$ cat src/rtl/clyde_ctrl_pkg.sv
// Clyde round controller shared types: FSM state encoding, round count and round-constant seeds.
// Latency: n/a (declarations only).
// Backpressure: n/a.
package clyde_ctrl_pkg;

    localparam int ROUND_W = 4;
    localparam int NROUNDS = 12;

    localparam logic [ROUND_W-1:0] W_INIT_ENC = 4'h1;
    localparam logic [ROUND_W-1:0] W_INIT_DEC = 4'hE;

    // Round counter value at which the round in progress is the last one.
    localparam logic [ROUND_W-1:0] LAST_ROUND = 4'(NROUNDS - 1);

    typedef enum logic [2:0] {
        ST_IDLE,
        ST_SB_ISSUE,
        ST_SB_WAIT,
        ST_LB,
        ST_CST,
        ST_FIN
    } state_t;

endpackage

$ cat src/rtl/clyde_w_step.sv
// Clyde round-constant step: LFSR forward step, or its inverse when inv_i=1 (CLYDE_ROUND_CTRL_DEC_EN).
// Latency: combinational.
// Backpressure: none.
module clyde_w_step
    import clyde_ctrl_pkg::*;
(
    input  logic               inv_i,
    input  logic [ROUND_W-1:0] w_i,
    output logic [ROUND_W-1:0] w_o
);

    logic [ROUND_W-1:0] w_fwd;

    // Multiply by x in GF(2^4) modulo x^4 + x + 1.
    assign w_fwd = {w_i[2:0], 1'b0} ^ (w_i[3] ? 4'b0011 : 4'b0000);

`ifdef CLYDE_ROUND_CTRL_DEC_EN
    logic [ROUND_W-1:0] w_inv;

    // Divide by x: cancel the reduction term, shift down, restore the top bit.
    assign w_inv = ((w_i ^ (w_i[0] ? 4'b0011 : 4'b0000)) >> 1) ^ (w_i[0] ? 4'b1000 : 4'b0000);
    assign w_o   = inv_i ? w_inv : w_fwd;
`else
    // Encrypt-only build: the mode input has no effect.
    logic inv_unused;
    assign inv_unused = inv_i;
    assign w_o        = w_fwd;
`endif

endmodule

$ cat src/rtl/clyde_round_ctrl.sv
// Clyde 12-round sequencer: S-box / L-box / round-constant phases; decrypt order only with CLYDE_ROUND_CTRL_DEC_EN.
// Latency: 3 + L cycles per round (L = sb_done delay after sb_start), plus one FIN cycle.
// Backpressure: waits in SB_WAIT for sb_done; start is ignored while busy.
module clyde_round_ctrl
    import clyde_ctrl_pkg::*;
(
    input  logic               clk,
    input  logic               rst,
    input  logic               start,
    input  logic               decrypt,
    input  logic               sb_done,
    output logic               sb_start,
    output logic               lb_en,
    output logic               cst_en,
    output logic [ROUND_W-1:0] w_o,
    output logic [ROUND_W-1:0] round_o,
    output logic               dec_o,
    output logic               busy,
    output logic               done
);

    state_t             state_q, state_d;
    logic [ROUND_W-1:0] w_q, w_d;
    logic [ROUND_W-1:0] round_q, round_d;
    logic [ROUND_W-1:0] w_next;
    logic               dec_q;
    logic               dec_in;
    logic               last_round;

`ifdef CLYDE_ROUND_CTRL_DEC_EN
    logic dec_d;
    assign dec_in = decrypt;
`else
    // Encrypt-only build: mode input is ignored and the mode flag is tied low.
    logic decrypt_unused;
    assign decrypt_unused = decrypt;
    assign dec_in         = 1'b0;
    assign dec_q          = 1'b0;
`endif

    assign last_round = (round_q == LAST_ROUND);

    clyde_w_step u_w_step (
        .inv_i (dec_q),
        .w_i   (w_q),
        .w_o   (w_next)
    );

    // Next-state logic: phase sequencing, round counting and constant stepping.
    always_comb begin
        state_d = state_q;
        w_d     = w_q;
        round_d = round_q;
`ifdef CLYDE_ROUND_CTRL_DEC_EN
        dec_d   = dec_q;
`endif
        case (state_q)
            ST_IDLE: begin
                if (start) begin
`ifdef CLYDE_ROUND_CTRL_DEC_EN
                    dec_d   = dec_in;
`endif
                    round_d = '0;
                    w_d     = dec_in ? W_INIT_DEC : W_INIT_ENC;
                    state_d = dec_in ? ST_CST : ST_SB_ISSUE;
                end
            end
            ST_SB_ISSUE: state_d = ST_SB_WAIT;
            ST_SB_WAIT: begin
                if (sb_done) begin
                    if (dec_q) begin
                        // S-box is the last phase of an inverse round.
                        round_d = round_q + 4'd1;
                        state_d = last_round ? ST_FIN : ST_CST;
                    end else begin
                        state_d = ST_LB;
                    end
                end
            end
            ST_LB: state_d = dec_q ? ST_SB_ISSUE : ST_CST;
            ST_CST: begin
                w_d = w_next;
                if (dec_q) begin
                    state_d = ST_LB;
                end else begin
                    // Constant XOR is the last phase of a forward round.
                    round_d = round_q + 4'd1;
                    state_d = last_round ? ST_FIN : ST_SB_ISSUE;
                end
            end
            ST_FIN:  state_d = ST_IDLE;
            default: state_d = ST_IDLE;
        endcase
    end

    // State and datapath registers with synchronous reset.
    always_ff @(posedge clk) begin
        if (rst) begin
            state_q <= ST_IDLE;
            w_q     <= W_INIT_ENC;
            round_q <= '0;
        end else begin
            state_q <= state_d;
            w_q     <= w_d;
            round_q <= round_d;
        end
    end

`ifdef CLYDE_ROUND_CTRL_DEC_EN
    // Mode latched at call acceptance, held until the next accepted start.
    always_ff @(posedge clk) begin
        if (rst) begin
            dec_q <= 1'b0;
        end else begin
            dec_q <= dec_d;
        end
    end
`endif

    assign sb_start = (state_q == ST_SB_ISSUE);
    assign lb_en    = (state_q == ST_LB);
    assign cst_en   = (state_q == ST_CST);
    assign busy     = (state_q != ST_IDLE);
    assign done     = (state_q == ST_FIN);
    assign w_o      = w_q;
    assign round_o  = round_q;
    assign dec_o    = dec_q;

endmodule

$ cat config.mk
export PLATFORM = sky130hd
export DESIGN_NAME = clyde_round_ctrl
export DESIGN_NICKNAME = d
export VERILOG_FILES = /design/src/rtl/clyde_ctrl_pkg.sv /design/src/rtl/clyde_w_step.sv /design/src/rtl/clyde_round_ctrl.sv
export SDC_FILE = /design/constraint.sdc
export NUM_CORES = 1
export LEC_CHECK = 0
export BUFFER_PORTS_ARGS = -buffer_cell sky130_fd_sc_hd__buf_2
export CORE_AREA = 5 5 42 44
export CTS_BUF_LIST = sky130_fd_sc_hd__clkbuf_8
export CTS_CLUSTER_DIAMETER = 80
export CTS_CLUSTER_SIZE = 30
export DETAILED_ROUTE_END_ITERATION = 10
export DIE_AREA = 0 0 47 49
export PLACE_DENSITY = 0.73
export SETUP_SLACK_MARGIN = 0.3
export SLEW_MARGIN = 20
export SYNTH_ARGS = -nofsm -noshare
export SYNTH_HDL_FRONTEND = slang
export SYNTH_HIERARCHICAL = 1
export SYNTH_SLANG_ARGS = --single-unit
export TNS_END_PERCENT = 10
$ cat constraint.sdc
create_clock -name clk -period 2.84 [get_ports clk]
set_clock_uncertainty 0.05 [all_clocks]
set_input_delay 0.426 -clock clk [delete_from_list [all_inputs] [get_ports clk]]
set_output_delay 0.426 -clock clk [all_outputs]
set_load 0.005 [all_outputs]
Word level (Yosys, flattened, before mapping)
Index checks and enable logic that the tools add are counted.

Flip-flop bits (word level): 11. Latch bits: 0. Memory bits (writable): 0. ROM bits: 0. Output and inout port bits: 14. Word-level logic and storage cells: 27. Memories kept: 0.

Add/sub/neg operators: 1. Multipliers: 0. Div/mod/pow operators: 0. Order comparisons: 0. Eq/ne operators: 8. Shifts and indexed selects: 0. Muxes and demuxes: 9. Bitwise gates (word level): 1. Reductions and logical operators: 5.

Operators by type and width (number): $pmux 4 s2 (2); $pmux 3 s5 (1); $mux 3 (3); $mux 4 (2); $eq 3x2->1 const B (2); $eq 3x3->1 const B (2); $add 4x1->4 const B (1); $eq 4x4->1 const B (1); $ne 2x2->1 const B (2); $reduce_and 2->1 (2); $xor 4x4->4 (1); $eq 3x1->1 const B (1); $logic_not 3->1 (1); $reduce_bool 3->1 (1); $mux 2 (1); $reduce_bool 2->1 (1).

Depth between registers and ports, before layout
Gate-level depths: netlist of run 1.

Word-level depth: 3. Mapped depth: 5. Mapped depth without buffers: 4.

Cells and area by module
The synthesis of run 1 kept the hierarchy.

By module, submodules not included: clyde_round_ctrl (times used 1, cells each 61, area an instance 521.8 sq um, seq. area each 220.2 sq um); clyde_w_step (times used 1, cells each 4, area an instance 31.3 sq um, seq. area each 0.0 sq um).

Least setup slack after synthesis of run 1
OpenSTA, ideal clock, no wires.

Kind: register to register. From: reg state_q[1]. To: reg round_q[3], in the netlist round_o[3]. Setup time: 0.074 ns. Data arrival time: 1.272 ns. Setup slack: 1.444 ns. Cell stages (with the launch flop): 5. Path buffers: 1. Cells stage by stage: dfxtp_1 buf_2 nor3b_4 or3b_1 a31oi_1.

Cells in the longest elaborated chain, start to end: 3. Elaborated cells between the ends (all ways): 6. Classes of those cells: 2 x eq/ne; 1 x mux; 3 x reduce/logical.

Ends and longest elaborated chain: from (decl) (RTL line clyde_round_ctrl.sv:22) `state_t state_q, state_d;`; from (signal assigned) (RTL line clyde_round_ctrl.sv:103) `state_q <= state_d;`; $eq 3x3->1 (*); net cst_en (RTL line clyde_round_ctrl.sv:14) `output logic cst_en,`; $reduce_bool 2->1 (no line); $reduce_and 2->1 (no line); to (signal assigned) (RTL line clyde_round_ctrl.sv:105) `round_q <= round_d;`; to (decl) (RTL line clyde_round_ctrl.sv:24) `logic [ROUND_W-1:0] round_q, round_d;`.

The timed path passes the listed nets; every way through them passes the cells marked *. A chain may end at the register's enable or synchronous reset.

Worst setup path in the final report of run 1
From: reg state_q[2]. To: out cst_en.

Cells in the longest elaborated chain, start to end: 1.

Ends and longest elaborated chain: $eq 3x3->1 (RTL line clyde_round_ctrl.sv:122) `assign cst_en = (state_q == ST_CST);`; to (decl) (RTL line clyde_round_ctrl.sv:14).

No other way between the ends.

==> results.json, run 1 <==
{
  "drive_gt1_share_pct": 28.6,
  "grt-ovfl-total": 0,
  "seq_area_um2": 220,
  "rsz0062_at_grt": "false",
  "path_clk_slew_ns": 0.05,
  "finalSetupTns_ns": 0,
  "vias_per_cell": 4.91,
  "slew_viol_final": 0,
  "drcViolationCount": 0,
  "layout.nets": 84,
  "multi_input_area_um2": 282,
  "dieArea_mm2": 0.00230,
  "start_util_pct": 39.5,
  "grt_pass1_wl_mm": 1.90,
  "worst_ep_required_time_ns": 2.36,
  "grtUsageTotal_pct": 11.7,
  "cp.arrival_ns": 1.37,
  "ys_seq_elements": 11,
  "diodes": 0,
  "critPathLaunch": "state_q[2]",
  "die_h_um": 49,
  "cp-end-kind": "primary output",
  "post-cts-setup-buffers": 0,
  "hold_viol": 0,
  "hold_class": "primary input to flop",
  "rows": 14,
  "p_leak_nw": 0.294,
  "critPathCapture": "cst_en",
  "critPathKind": "flop to primary output",
  "pre_cts_ws_ns": 1.27,
  "ir_drop_v": 0.000349,
  "period_share_pct": 64.9,
  "n_fill_cell": 151,
  "p_per_area_mw_per_mm2": 548,
  "ctsHoldBuffers": 0,
  "final_common_cell": "buf_2",
  "grt_pass1_vias": 422,
  "cp_top_family": "flip-flops",
  "synth_cell_type_count": 31,
  "cp_max_fo": 10,
  "wl_per_cell_um": 11.8,
  "fmax_ghz": 0.543,
  "cts_tree": "built",
  "antenna_found_initial": 0,
  "maxCapViolations": 0,
  "coreArea_mm2": 0.00140,
  "synth_nets": 71,
  "die_w_um": 47,
  "cpMaxStageDelayCell": "dfxtp_1",
  "r2r_start": "state_q[2]",
  "via_count": 457,
  "syn_inst": 65,
  "wirelength_mm": 1.10,
  "numCtsBuffers": 3,
  "status": "completed",
  "post_cts_resized": 0,
  "dp_hpwl_um": 772,
  "htree_levels": 1,
  "io_pins": 19,
  "r2r_setup_slack_ns": 1.25,
  "setup_viol_count_final": 0,
  "io_buffers": 16,
  "cp.depth": 2,
  "mostFrequentLayoutCells": "16 x buf_2, 11 x dfxtp_1, 6 x nand2_1, 6 x a21oi_1, 5 x o21ai_0",
  "ant_nets": 0,
  "crit_chain": "nor3b_4, buf_2",
  "synth_seq_area_share_pct": 39.8,
  "drtIter0Drc": 9,
  "syn_avg_cell_area_um2": 8.51,
  "first_pass_iters": 4,
  "fin_cells": 93,
  "max_stage_delay_ns": 0.48,
  "syn2layout_area_growth_pct": 17.6,
  "critPathLaunchType": "flop",
  "clock-sinks": 11,
  "grt_max_degree": 12,
  "dp.cells": 89,
  "setup_slack_ns": 0.998,
  "worstRegToRegCells": 3,
  "gp_congestion": 0.714,
  "cts-root-buf": "clkbuf_8",
  "clk-insertion-delay-late_ns": 0.24,
  "fin_crit_ns": 1.84,
  "synth.yosys.warnings": 6,
  "cp_num_buf_inv": 1,
  "p_total_mw": 0.356,
  "regToRegEndpoint": "round_o[3]",
  "netlist_area_um2": 553,
  "cts_buffer_depth": 2
}
==> synth_stat cells (all sizes together) <==
library cell / number / area [um^2]
a211oi: 2 / 15.0
a21o: 1 / 7.51
a21oi: 6 / 30.0
a31oi: 1 / 6.26
and2b: 1 / 7.51
and3b: 1 / 8.76
buf: 6 / 40.0
clkbuf: 2 / 7.51
conb: 1 / 3.75
dfxtp: 11 / 220
ha: 1 / 12.5
inv: 1 / 3.75
nand2: 6 / 22.5
nand3: 2 / 10.0
nand3b: 1 / 7.51
nand4b: 1 / 8.76
nor2: 3 / 11.3
nor2b: 1 / 6.26
nor3: 1 / 5.00
nor3b: 2 / 26.3
o21ai: 5 / 25.0
o21bai: 1 / 7.51
o31ai: 1 / 7.51
or2: 2 / 12.5
or2b: 1 / 7.51
or3: 1 / 6.26
or3b: 1 / 8.76
xnor2: 1 / 8.76
xor2: 1 / 8.76
==> worst min-delay path, delay by kind of cell <==
family | cells | cell delay (ns)
buffers and inverters | 1 | 0.10
AOI/OAI and AO/OA | 1 | 0.06
and+or+nand+nor | 1 | 0.05
==> routing by layer <==
| metal | share of wire, % | wire, um | track usage, % |
|---|---|---|---|
| met5 | 0 | 0 | 0 |
| met4 | 1.3 | 14 | 6.91 |
| met3 | 7.5 | 82 | 5.54 |
| met2 | 45 | 490 | 15.4 |
| met1 | 46 | 511 | 14.9 |
==> worst min-delay path by stage <==
| stage | from | depth (start not counted) | to | slack, ns |
|---|---|---|---|---|
| floorplan | w_o[2] | 2 | w_o[2] | 0.43 |
| global placement | w_o[1] | 2 | w_o[2] | 0.40 |
| detailed placement | w_o[1] | 2 | w_o[2] | 0.41 |
| CTS | sb_done | 3 | state_q[0] | 0.39 |
| global route | sb_done | 3 | state_q[0] | 0.42 |
| finish | sb_done | 3 | state_q[0] | 0.40 |
==> area by class of cell <==
type	count	share of cell area, %
Inverter	1	0.577
Multi-Input combinational cell	45	43.3
Clock inverter	1	0.577
Tap cell	16	3.08
Sequential cell	11	33.8
Clock buffer	3	6.35
Timing Repair Buffer	16	12.3
==> flip-flops by register name, summed over array words and instances (netlist names) <==
signal and count:
state_q 3, w_o 4, round_o 4
==> per-stage QoR <==
step / utilization, % / area, um^2 / hold slack [ns]
finish: 46.4 / 651 / 0.397
detailed placement: 43.2 / 606 / 0.413
global placement: 43.2 / 606 / 0.401
global route: 46.4 / 651 / 0.424
floorplan: - / 553 / 0.433
CTS: 46.4 / 651 / 0.390
==> cells by family (layout without fill, tap and decap cells) <==
| logic type | after synthesis | after routing | share of synthesized area (%) |
|---|---|---|---|
| other cells | 1 | 1 | 0.678 |
| xor+xnor | 2 | 2 | 3.17 |
| compound gates | 17 | 17 | 17.9 |
| buf+inv | 9 | 21 | 9.28 |
| fa+ha+maj | 1 | 1 | 2.26 |
| flops | 11 | 11 | 39.8 |
| simple gates | 24 | 24 | 26.9 |
==> power breakdown <==
group          internal, mW  total (mW)  switching (mW)
sequential            0.159       0.169         0.00945
combinational        0.0179      0.0369          0.0190
clock                0.0946       0.151          0.0559
total                 0.272       0.356          0.0843
(Power assumes the default switching activity.)
==> run 2, diff against run 1 <==
--- a/config.mk
+++ b/config.mk
@@ -5,6 +5,7 @@
 export SDC_FILE = /design/constraint.sdc
 export NUM_CORES = 1
 export LEC_CHECK = 0
+export ABC_AREA = 1
 export BUFFER_PORTS_ARGS = -buffer_cell sky130_fd_sc_hd__buf_2
 export CORE_AREA = 5 5 42 44
 export CTS_BUF_LIST = sky130_fd_sc_hd__clkbuf_8
@@ -12,7 +13,7 @@
 export CTS_CLUSTER_SIZE = 30
 export DETAILED_ROUTE_END_ITERATION = 10
 export DIE_AREA = 0 0 47 49
-export PLACE_DENSITY = 0.73
+export PLACE_DENSITY = 0.77
 export SETUP_SLACK_MARGIN = 0.3
 export SLEW_MARGIN = 20
 export SYNTH_ARGS = -nofsm -noshare
==> constraint.sdc (replaced) <==
create_clock -name clk -period 1.8 [get_ports clk]
set_clock_uncertainty 0.05 [all_clocks]
set_input_delay 0.27 -clock clk [delete_from_list [all_inputs] [get_ports clk]]
set_output_delay 0.27 -clock clk [all_outputs]
set_load 0.005 [all_outputs]
==> run 2 against run 1 <==
Against the previous run:
- die area unchanged
- critical path depth up 2
- synthesized cell count grew 29%
- largest power group unchanged
- sequential share of layout area shrank 2.8 points
- sequential cell count is the same
- routed wire length up 4.5%
- non-clock buffer count unchanged
- clock-buffer cell count stayed put
- final cell count increased by 24%
- core utilization increased by 4.6 points
- clock power is 60% higher
==> results.json, run 2 <==
{
  "period_share_pct": 78.3,
  "synthFlopType": "dfxtp_1",
  "rsz0062_at_grt": "false",
  "ant_nets": 0,
  "critPathKind": "flop to primary output",
  "ir_drop_v": 0.000450,
  "io_buffers": 16,
  "fmax_ghz": 0.710,
  "syn_avg_cell_area_um2": 7.18,
  "dp_hpwl_um": 858,
  "final_common_cell": "nand2_1",
  "cts_tree": "built",
  "grt_max_degree": 11,
  "ys_top_cells_by_area": "dfxtp_1 37%, nand2_1 12%, a21oi_2 7.3%",
  "mostFrequentLayoutCells": "19 x nand2_1, 16 x buf_2, 11 x nor2_1, 11 x inv_1, 10 x dfxtp_1",
  "io_pins": 19,
  "fin_crit_ns": 1.41,
  "coreArea_mm2": 0.00140,
  "synth.yosys.warnings": 6,
  "multi_input_area_um2": 299,
  "grt_pass1_vias": 470,
  "crit_chain": "inv_2, nand2_2, nor2_8, buf_2",
  "synth_top_area_cell": "dfxtp_1",
  "cp_top_family": "flip-flops",
  "critPathLaunchType": "flop",
  "synth_cell_type_count": 20,
  "via_count": 532,
  "clk-insertion-delay-late_ns": 0.24,
  "syn2layout_area_growth_pct": 18.5,
  "p_per_area_mw_per_mm2": 846,
  "drtIter0Drc": 12,
  "maxCapViolations": 0,
  "drive_gt1_share_pct": 35.4,
  "grtUsageTotal_pct": 11.8,
  "synth_top_cell_area_share_pct": 36.5,
  "synth_most_common_cell": "nand2_1",
  "cp.arrival_ns": 1.09,
  "die_h_um": 49,
  "cp_max_fo": 10,
  "path_clk_slew_ns": 0.05,
  "status": "completed",
  "syn_inst": 84,
  "p_leak_nw": 0.346,
  "die_w_um": 47,
  "worst_ep_required_time_ns": 1.48,
  "synth_nets": 90,
  "htree_levels": 1,
  "clock-sinks": 11,
  "rows": 14,
  "antenna_found_initial": 0,
  "slew_viol_final": 0,
  "wl_per_cell_um": 9.98,
  "max_stage_delay_ns": 0.34,
  "gp_congestion": 0.665,
  "diodes": 0,
  "synth_common_cells": "19 x nand2_1, 11 x dfxtp_1, 11 x nor2_1",
  "n_fill_cell": 150,
  "final_util_pct": 51.0,
  "ys_async_sr_fraction_pct": 0,
  "dieArea_mm2": 0.00230,
  "cp-end-kind": "primary output",
  "vias_per_cell": 4.63,
  "ys_seq_elements": 11,
  "hold_viol": 0,
  "synth_seq_area_share_pct": 36.5,
  "netlist_area_um2": 603,
  "setup_viol_count_final": 0,
  "cp_num_buf_inv": 2,
  "first_pass_iters": 4,
  "cts-root-buf": "clkbuf_8",
  "wirelength_mm": 1.15,
  "grt_pass1_wl_mm": 1.97,
  "cpMaxStageDelayCell": "dfxtp_1",
  "numCtsBuffers": 3,
  "finalSetupTns_ns": 0,
  "grt-ovfl-total": 0,
  "hold_class": "primary input to flop",
  "cts_buffer_depth": 2,
  "drcViolationCount": 0,
  "synth_edf_count": 0,
  "seq_area_um2": 221,
  "start_util_pct": 43.0,
  "layout.nets": 106
}
run 2: cell count changes in the layout (fill, tap and decap cells not counted), moves of 4 or more:
cell / delta
a21oi_1: -4
a21oi_2: +5
nand2_1: +13
nor2_1: +8
inv_1: +9
run 2: timing repair:
action                     4_1_cts  5_1_grt
buffers inserted                 0        0
gates resized for setup          0        1
hold buffers                     0        0
setup endpoints to repair        0        1
run 2: kinds of logic (layout without fill, tap and decap cells):
kind of cell	count (synthesis)	count (layout)	synth area share (%)
simple gates	40	40	30.9
compound gates	13	13	16.0
buf+inv	18	33	13.9
fa+ha+maj	1	1	2.07
other cells	1	1	0.622
flops	11	11	36.5
run 2: layer usage:
layer	track usage (%)	wire length (um)	vias up
met5	0	0	-
met4	8.29	28	0
met3	2.21	61	4
met2	17.0	520	12
met1	15.1	537	229
li1	-	-	287
run 2: area by class of cell:
cell class / instances / share of cell area, %
Sequential cell: 11 / 31.0
Multi-Input combinational cell: 55 / 41.9
Tap cell: 16 / 2.80
Timing Repair Buffer: 16 / 11.2
Clock inverter: 1 / 0.525
Inverter: 13 / 6.83
Clock buffer: 3 / 5.78
run 2: metrics by stage:
step	setup slack [ns]	cells	instance area, um^2	hold WS (ns)	total power [mW]
after floorplan	0.749	84	603	0.383	0.342
after global placement	0.589	111	668	0.422	0.367
after detailed placement	0.595	111	668	0.427	0.370
after CTS	0.338	115	713	0.250	0.612
after global routing	0.316	115	714	0.258	0.643
final	0.391	115	714	0.246	0.604
run 2: power breakdown:
| part | leakage [nW] | switching [mW] | internal [mW] | total [mW] |
|---|---|---|---|---|
| Clock | 0.0269 | 0.0912 | 0.150 | 0.241 |
| Combinational | 0.229 | 0.0615 | 0.0347 | 0.0962 |
| Sequential | 0.0898 | 0.0123 | 0.255 | 0.267 |
| Total | 0.346 | 0.165 | 0.439 | 0.604 |
run 2: path summary, 6_finish.rpt:
kind,to,cells past startpoint,start,slack (ns)
setup / recovery,cst_en,4,state_q[0],0.39
hold / removal,state_q[0],3,sb_done,0.25
setup reg to reg,state_q[2],5,round_o[0],0.68
hold reg to reg,w_o[1],2,w_o[1],0.43
run 2: worst min-delay path, cell delays in order:
cell and delay, ns:
buf_2 0.07, o21ai_0 0.07, nor2_1 0.08
==> run 3, diff against run 2 <==
==> constraint.sdc (replaced) <==
create_clock -name clk -period 1.4 [get_ports clk]
set_clock_uncertainty 0.05 [all_clocks]
set_input_delay 0.21 -clock clk [delete_from_list [all_inputs] [get_ports clk]]
set_output_delay 0.21 -clock clk [all_outputs]
set_load 0.005 [all_outputs]
==> run 3 against run 2 <==
Against the previous run:
- die area is the same
- sequential power up 31%
- final cell count increased by 3.5%
- via count up 9.2%
- largest cell class unchanged
- non-clock buffer count rose by 4
- sequential cell count did not move
- critical endpoint is now done
- power up 36%
- global-route usage rose by 2.1 points
- clock power is 28% higher
==> results.json, run 3 (synthesis results as in run 2) <==
{
  "crit_chain": "inv_4, nor2_1, buf_2",
  "critPathKind": "flop to primary output",
  "dp.cells": 111,
  "die_w_um": 47,
  "hold_class": "primary input to flop",
  "place_area_um2": 668,
  "layout.nets": 110,
  "cp-end-kind": "primary output",
  "vias_per_cell": 4.88,
  "hold_viol": 0,
  "period_share_pct": 89.5,
  "wl_per_cell_um": 11.3,
  "ant_nets": 0,
  "fin_crit_ns": 1.25,
  "dieArea_mm2": 0.00230,
  "finalSetupTns_ns": 0,
  "grt_max_degree": 10,
  "rsz0062_at_grt": "true",
  "numCtsBuffers": 3,
  "drtIter0Drc": 3,
  "via_count": 581,
  "grt-ovfl-total": 0,
  "drive_gt1_share_pct": 43.7,
  "first_pass_iters": 4,
  "die_h_um": 49,
  "path_clk_slew_ns": 0.05,
  "cpMaxStageDelayCell": "dfxtp_4",
  "cp.arrival_ns": 0.99,
  "io_pins": 19,
  "fin_area_um2": 785,
  "wirelength_mm": 1.34,
  "cts-root-buf": "clkbuf_8",
  "grtUsageTotal_pct": 13.9,
  "grt_pass1_vias": 498,
  "final_util_pct": 56.0,
  "rows": 14,
  "syn2layout_area_growth_pct": 30.1,
  "p_per_area_mw_per_mm2": 1050,
  "worst_ep_required_time_ns": 1.14,
  "cp_max_fo": 7,
  "fin_cells": 119,
  "status": "completed",
  "grt_pass1_wl_mm": 2.24,
  "setup_viol_count_final": 0,
  "final_common_cell": "nand2_1",
  "clock-sinks": 11,
  "start_util_pct": 43.0,
  "antenna_found_initial": 0,
  "gp_congestion": 0.664,
  "mostFrequentLayoutCells": "18 x nand2_1, 16 x buf_2, 11 x inv_1, 9 x nor2_1, 8 x dfxtp_1",
  "diodes": 0,
  "clk-insertion-delay-late_ns": 0.24,
  "critPathLaunchType": "flop",
  "max_stage_delay_ns": 0.40,
  "r2r_setup_slack_ns": 0.26,
  "htree_levels": 1,
  "coreArea_mm2": 0.00140,
  "cts_buffer_depth": 2,
  "fmax_ghz": 0.798,
  "maxCapViolations": 0,
  "cp_top_family": "flip-flops",
  "p_leak_nw": 0.375,
  "cts_tree": "built",
  "dp_hpwl_um": 904,
  "io_buffers": 16,
  "cp_num_buf_inv": 2,
  "slew_viol_final": 0,
  "drcViolationCount": 0,
  "ir_drop_v": 0.000678
}
run 3: through the flow:
| step | hold WS (ns) | setup slack, ns | power, mW |
|---|---|---|---|
| 2_1_floorplan | 0.323 | 0.349 | 0.439 |
| 3_3_place_gp | 0.416 | 0.251 | 0.472 |
| 3_5_place_dp | 0.416 | 0.257 | 0.474 |
| 4_1_cts | 0.174 | 0.170 | 0.815 |
| 5_1_grt | 0.195 | 0.108 | 0.874 |
| 6_report | 0.178 | 0.146 | 0.824 |
run 3: metal layers:
metal | track usage, % | share of wire [%] | wire (um) | up-vias
li1 | - | - | - | 296
met1 | 16.6 | 42 | 560 | 263
met2 | 21.5 | 49 | 662 | 18
met3 | 3.32 | 6.3 | 84 | 4
met4 | 8.29 | 2.7 | 36 | 0
met5 | 0 | 0 | 0 | -
run 3: tightest hold or removal path: cells and delay by family:
family	cells	cell delay, ns
buf+inv	1	0.07
compound gates	1	0.07
simple gates	1	0.07
run 3: final timing paths:
kind / startpoint / end / cells past startpoint
worst max-delay path: state_q[2] / done / 3
worst min-delay path: sb_done / state_q[0] / 3
worst max register to register: round_o[0] / state_q[2] / 5
worst min register to register: w_o[2] / w_o[2] / 2
run 3: final cells by class:
| cell class | instances | area (um^2) |
|---|---|---|
| Fill cell | 150 | 617 |
| Multi-Input combinational cell | 55 | 322 |
| Sequential cell | 11 | 229 |
| Timing Repair Buffer | 20 | 110 |
| Inverter | 13 | 58.8 |
| Clock buffer | 3 | 41.3 |
| Tap cell | 16 | 20.0 |
| Clock inverter | 1 | 3.75 |
run 3: power by group:
part	internal (mW)	leakage, nW	switching, mW	total, mW
Sequential	0.329	0.0910	0.0202	0.349
Clock	0.192	0.0269	0.116	0.309
Combinational	0.0698	0.257	0.0966	0.166
Total	0.591	0.375	0.233	0.824
run 3: timing repair:
action	4_1_cts	5_1_grt
hold buffers	0	0
pin swaps	2	0
resized for setup	11	4
setup endpoints to repair	8	14
setup buffers	3	1
hold endpoints to repair	0	0
